## src/rtl/tlul_socket_1n.sv

```systemverilog
// TL-UL 1:N demux socket: steers host A requests to one of N devices or an internal error responder.
// Latency: A and D paths are combinational (zero added cycles); error responses appear 1 cycle after accept.
// Backpressure: host a_ready follows the selected device; requests stall while switching devices or when full.
//
// Ports: clk_i/rst_i      clock, synchronous active-high reset
//        tl_h_i/tl_h_o    host-side request in, response out
//        tl_d_o/tl_d_i    per-device requests out, responses in
//        dev_select_i     target device index; any value >= N selects the error responder

package tlul_pkg;

  localparam logic [2:0] PutFullData    = 3'h0;
  localparam logic [2:0] PutPartialData = 3'h1;
  localparam logic [2:0] Get            = 3'h4;
  localparam logic [2:0] AccessAck      = 3'h0;
  localparam logic [2:0] AccessAckData  = 3'h1;

  typedef struct packed {
    logic        a_valid;
    logic [2:0]  a_opcode;
    logic [2:0]  a_param;
    logic [1:0]  a_size;
    logic [7:0]  a_source;
    logic [31:0] a_address;
    logic [3:0]  a_mask;
    logic [31:0] a_data;
    logic [15:0] a_user;
    logic        d_ready;
  } tl_h2d_t;

  typedef struct packed {
    logic        d_valid;
    logic [2:0]  d_opcode;
    logic [2:0]  d_param;
    logic [1:0]  d_size;
    logic [7:0]  d_source;
    logic        d_sink;
    logic [31:0] d_data;
    logic [15:0] d_user;
    logic        d_error;
    logic        a_ready;
  } tl_d2h_t;

endpackage

module tlul_socket_1n #(
  parameter int unsigned N              = 4,
  parameter int unsigned MaxOutstanding = 8,
  localparam int unsigned NWD           = $clog2(MaxOutstanding + 1),
  localparam int unsigned SELW          = $clog2(N + 1)
) (
  input  logic              clk_i,
  input  logic              rst_i,
  input  tlul_pkg::tl_h2d_t tl_h_i,
  output tlul_pkg::tl_d2h_t tl_h_o,
  output tlul_pkg::tl_h2d_t tl_d_o [N],
  input  tlul_pkg::tl_d2h_t tl_d_i [N],
  input  logic [SELW-1:0]   dev_select_i
);

  logic [NWD-1:0]  cnt;
  logic [SELW-1:0] sel_q;
  logic            err_pend;
  logic [2:0]      err_opc;
  logic [7:0]      err_src;
  logic [1:0]      err_size;

  logic            cnt_nz;
  logic            sel_err;
  logic            q_err;
  logic            hold;
  logic            tgt_ready;
  logic            a_ready;
  logic            acc;
  logic            rsp;
  tlul_pkg::tl_d2h_t rsp_mux;

  assign cnt_nz  = (cnt != '0);
  assign sel_err = (dev_select_i >= SELW'(N));
  assign q_err   = (sel_q >= SELW'(N));

  // All outstanding requests share one destination, so responses return in
  // order without per-request tracking. Changing target waits for a drain.
  assign hold = (cnt_nz && (dev_select_i != sel_q)) ||
                (cnt == NWD'(MaxOutstanding));

  always_comb begin
    tgt_ready = 1'b0;
    for (int i = 0; i < N; i++) begin
      if (dev_select_i == SELW'(i)) tgt_ready = tl_d_i[i].a_ready;
    end
    if (sel_err) tgt_ready = !err_pend;
  end

  assign a_ready = !hold && tgt_ready;
  assign acc     = tl_h_i.a_valid && a_ready;
  assign rsp     = tl_h_o.d_valid && tl_h_i.d_ready;

  // Response source: the device that owns the outstanding requests, or the
  // internal error responder.
  always_comb begin
    rsp_mux = '0;
    if (cnt_nz) begin
      if (q_err) begin
        rsp_mux.d_valid  = err_pend;
        rsp_mux.d_opcode = (err_opc == tlul_pkg::Get) ? tlul_pkg::AccessAckData
                                                      : tlul_pkg::AccessAck;
        rsp_mux.d_size   = err_size;
        rsp_mux.d_source = err_src;
        rsp_mux.d_data   = '1;
        rsp_mux.d_error  = 1'b1;
      end else begin
        for (int i = 0; i < N; i++) begin
          if (sel_q == SELW'(i)) rsp_mux = tl_d_i[i];
        end
      end
    end
  end

  always_comb begin
    tl_h_o         = rsp_mux;
    tl_h_o.a_ready = a_ready;
  end

  // A-channel payload broadcasts; only the handshake bits are per-device.
  always_comb begin
    for (int i = 0; i < N; i++) begin
      tl_d_o[i]         = tl_h_i;
      tl_d_o[i].a_valid = tl_h_i.a_valid && !hold && (dev_select_i == SELW'(i));
      tl_d_o[i].d_ready = tl_h_i.d_ready && cnt_nz && (sel_q == SELW'(i));
    end
  end

  always_ff @(posedge clk_i) begin
    if (rst_i) begin
      cnt      <= '0;
      sel_q    <= '0;
      err_pend <= 1'b0;
      err_opc  <= '0;
      err_src  <= '0;
      err_size <= '0;
    end else begin
      if (acc && !rsp)      cnt <= cnt + NWD'(1);
      else if (rsp && !acc) cnt <= cnt - NWD'(1);

      if (acc) sel_q <= dev_select_i;

      // a_ready is low for the error target while a response is pending,
      // so set and clear never coincide.
      if (acc && sel_err) begin
        err_pend <= 1'b1;
        err_opc  <= tl_h_i.a_opcode;
        err_src  <= tl_h_i.a_source;
        err_size <= tl_h_i.a_size;
      end else if (rsp && q_err) begin
        err_pend <= 1'b0;
      end
    end
  end

endmodule

```

## config.mk

```make
export PLATFORM = sky130hd
export DESIGN_NAME = tlul_socket_1n
export DESIGN_NICKNAME = d
export VERILOG_FILES = /design/src/rtl/tlul_socket_1n.sv
export SDC_FILE = /design/constraint.sdc
export NUM_CORES = 1
export LEC_CHECK = 0
export BUFFER_PORTS_ARGS = -buffer_cell sky130_fd_sc_hd__buf_2
export CAP_MARGIN = 20
export CORE_AREA = 10 10 321 323
export CTS_CLUSTER_DIAMETER = 200
export DETAILED_ROUTE_END_ITERATION = 12
export DIE_AREA = 0 0 331 333
export MAX_ROUTING_LAYER = met4
export SYNTH_ARGS = -nofsm -noshare
export SYNTH_HDL_FRONTEND = slang
export SYNTH_SLANG_ARGS = --single-unit
```

## constraint.sdc

```tcl
create_clock -name clk_i -period 3.9 [get_ports clk_i]
set_clock_uncertainty 0.1 [all_clocks]
set_input_delay 0.78 -clock clk_i [delete_from_list [all_inputs] [get_ports clk_i]]
set_output_delay 0.78 -clock clk_i [all_outputs]
set_load 0.05 [all_outputs]
```

======== Yosys cells after proc, flatten, opt, wreduce, memory -nomap -nowiden ========
Index checks and enable logic that the tools add are counted.
storage, ports and cells
  bits in registers ....................... 21
  input port bits ......................... 379
  output and inout port bits .............. 476
  logic and storage cells ................. 70
operators by class
  add/subtract/negate cells ............... 2
  magnitude comparators ................... 2
  equality and inequality tests ........... 9
  mux-type cells .......................... 23
  reductions and logical operators ........ 28
operators by type and width
  kind                                                                    count
  68-bit 2-to-1 mux                                                       5
  32-bit 2-to-1 mux                                                       1
  1-bit logical AND                                                       18
  16-bit 2-to-1 mux                                                       1
  3-bit by 2-bit equality test with 1-bit output (second input constant)  4
  4-bit 2-to-1 mux                                                        3
  1-bit 2-to-1 mux                                                        11
  10-bit 2-to-1 mux                                                       1
  3-bit by 1-bit equality test with 1-bit output (second input constant)  2
  3-bit greater-or-equal comparator (second input constant)               2
  3-bit zero test                                                         2
  4-bit by 1-bit adder with 4-bit output (second input constant)          1
  4-bit equality test (second input constant)                             1
  1-bit zero test                                                         4
  2-bit nonzero test                                                      2
  4-bit nonzero test                                                      1
  4-bit by 1-bit subtractor with 4-bit output (second input constant)     1
  3-bit equality test (second input constant)                             1
  3-bit 2-to-1 mux                                                        1
  3-bit inequality test                                                   1
  1-bit logical OR                                                        1

======== Logic depth before layout (Yosys ltp) ========
  word-level depth ........................ 12
  mapped depth ............................ 13
  gate-level depth less buffers ........... 11

======== Least setup slack after synthesis ========
OpenSTA, ideal clock, no wires.
  path kind ............................... input-to-reg
  start point ............................. in tl_d_i[203] (netlist name)
  end point ............................... reg cnt[3]
  setup time .............................. 121 ps
  arrival time ............................ 3272 ps
  data required time ...................... 3679 ps
  path slack .............................. 407 ps
  stages on the path ...................... 11
  path buffers ............................ 0
  cell sequence ........................... mux4_2 mux2i_1 nor2_1 nand2_1 ha_1 inv_1 ha_1 a21o_1 a21oi_1 mux2i_1 mux2_2
RTL lines
  item                  RTL line  RTL
  start, declared       57        input tlul_pkg::tl_d2h_t tl_d_i [N],
  end signal, assigned  143       if (acc && !rsp) cnt <= cnt + NWD'(1);
  end signal, assigned  144       else if (rsp && !acc) cnt <= cnt - NWD'(1);
  end, declared         61        logic [NWD-1:0] cnt;

==> metrics <==
Post-CTS Setup Bufs 0; Final Hold Fails 0; clock sink count 21; Setup crit start kind register; Max Clock Freq between 300 and 400 MHz; # resized after CTS 0; chip height 333 µm; Detailed Route Iter0 Violations 168; number of distinct library cells after synthesis about 40; routed len/inst 22.7 µm; most frequent CP cell buf_12; Ports 855; number of synthesized register bits 21; setup TNS 0 ns; Final Wtd Congestion ~0.82; vias in the first global route just under 6,000; post-route clock period utilization a little over four fifths; Worst Path Max Fanout 22; Cells after DPL 2,060; Seq/Total Area, Yosys between 6 and 7%; Mapped Area 6400 µm²; vias per cell 2.53; Syn Area/Cell 8.09 µm²; Post-synth ARST share 0%; Layout Nets 1,172; GR Util met2 around 13%; cell row count roughly 110; initial core utilization approximately 6.6%; Final setup viols 0; max cap viols 0; largest net degree at the start of global routing 45; Yosys Warn Count 0; TritonRoute pass-1 iters 4; initial antenna violation count 12; H-Tree Level Count 1; RSZ-0062 raised after global routing no; slowest CP cell mux4_2; Fillers 11,400; Crit path largest cell delay 0.58 ns; WP data arrival around 2.4 ns; CTS Root Cell clkbuf_16; via count 5,243; prevailing post-synth register cell dfxtp_1; pwr/cell area 624 nW/µm²; Non-Filler Instances 2,071; Most Crowded Layer GR met2; met3 GRT Util 4.62%; Reg clk slew, reported paths approximately 0.08 ns; final core utilization 7.42%; final worst setup slack a little over 0.6 ns; WL final 47.1 mm; top-area cell type share of the netlist area 47.4%; # DRC 0; actual slew at the worst max-slew pin approximately 0.85 ns; Min-Delay Path Class register to register; GRT Util Overall 8.08%; P&R area growth vs syn 11.8%; Port Buf Inserts ~420; slew margin rel. 43.6%; first-pass GRT wire length 57.0 mm; min Tclk post-route 3.29 ns; CTS tree yes; die footprint around 110,000 µm²; pre-CTS setup slack 0.368 ns; grt total ovfl 0; critical path endpoint category primary output; Area contributors post-synth buf_4, mux4_2, mux2i_1; Clk Latency, worst-skew pair 0.29 ns; Die Span X 331 µm; kind of critical path register to primary output; Hold-fix buffers, CTS 0; HPWL reported at the end of detailed placement 43.3 mm; Pins Over Slew Limit 0; hold_ws about 0.36 ns; Cells after Synth slightly below 800; Bufs on Longest Clock Path 2; Synth area leader buf_4; CP Cell Sequence buf_12 -> buf_12 -> mux4_2 -> mux2i_1 -> nor2_1 -> buf_2; core area ~96,000 µm²; Inserted Clock Buffers 3; status finished, final reports clean; post-synth net total ~1,200; WP data required 3.02 ns; static leakage about 3 nW; Post-synth EDFFs 0; fraction of layout instances using a drive strength above 1 63.3%; maximum VDD drop between 0.3 and 0.4 mV; met1 usage in global routing 8.72%; antenna-violating nets left 0
## stage by stage
step | power, mW | instance area [µm²]
after floorplan | 3.80 | 6400
after global placement | 4.33 | 7050
after detailed placement | 4.34 | 7050
after CTS | 4.63 | 7130
after global routing | 4.72 | 7150
final | 4.46 | 7150
## report_power, final
part           switching [mW]  leakage, nW  internal (mW)
clock                   0.114       0.0409          0.139
combinational            2.90         2.71          0.958
sequential             0.0905        0.174          0.259
total                    3.10         2.92           1.36
## routing by layer
layer | wire [µm] | share of wire (%)
met5 | 0 | 0
met4 | 939 | 2.0
met3 | 6680 | 14
met2 | 21200 | 45
met1 | 18300 | 39
## final timing paths
| kind | slack [ns] | endpoint | from | depth (start not counted) |
|---|---|---|---|---|
| worst max-delay path | 0.61 | tl_h_o[56] | sel_q[0] | 6 |
| worst min-delay path | 0.36 | err_src[1] | err_src[1] | 2 |
| worst max register to register | 0.83 | cnt[3] | sel_q[1] | 10 |
| worst min register to register | 0.36 | err_src[1] | err_src[1] | 2 |
## layout make-up
cell class	instances	area [µm²]	area share (%)
Antenna cell	7	17.5	0.245
Timing Repair Buffer	434	2250	31.4
Clock inverter	1	5.00	0.0700
Sequential cell	21	432	6.04
Inverter	4	15.0	0.210
Multi-Input combinational cell	325	2760	38.6
Tap cell	1276	1600	22.3
Clock buffer	3	75.1	1.05
## worst max-delay path, delay by kind of cell (launching register included)
kind,cells,cell delay [ns]
muxes,2,0.74
buffers and inverters,3,0.73
DFF,1,0.47
and+or+nand+nor,1,0.07
## Yosys cell counts (2+ instances only)
master,instances
nor2_1,130
nor3b_1,2
nor3_1,4
inv_1,4
a21oi_1,3
or2_2,2
nand2_1,35
mux2_2,3
buf_2,15
ha_1,3
mux2i_1,50
buf_4,404
nand2b_1,3
xnor2_4,2
clkbuf_1,17
dfxtp_1,21
a221oi_1,22
buf_1,3
buf_6,2
mux4_2,45
## sequential cells by signal, summed over array words and instances (netlist names)
signal	flops
err_src	8
cnt	4
err_opc	3
sel_q	3
err_size	2
err_pend	1
## cell usage in the layout (no fill, tap or decap), types with 4 or more instances in the layout
cell type	instances
a221oi_1	22
inv_1	4
mux2i_1	50
diode_2	7
buf_4	12
nand2_1	35
nor2_1	130
dfxtp_1	18
nor3_1	4
mux4_2	45
buf_2	419
## cells by family (layout without fill, tap and decap cells)
kind of cell | count (synthesis) | in the layout | share of synthesized area [%]
simple gates | 187 | 187 | 12.3
fa+ha+maj | 4 | 4 | 0.900
xor+xnor | 5 | 5 | 1.39
flops | 21 | 21 | 6.57
other cells | 0 | 7 | 0
compound gates | 31 | 31 | 4.28
mux | 98 | 98 | 24.2
buf+inv | 445 | 442 | 50.4
Power figures use the tool's default switching activity.
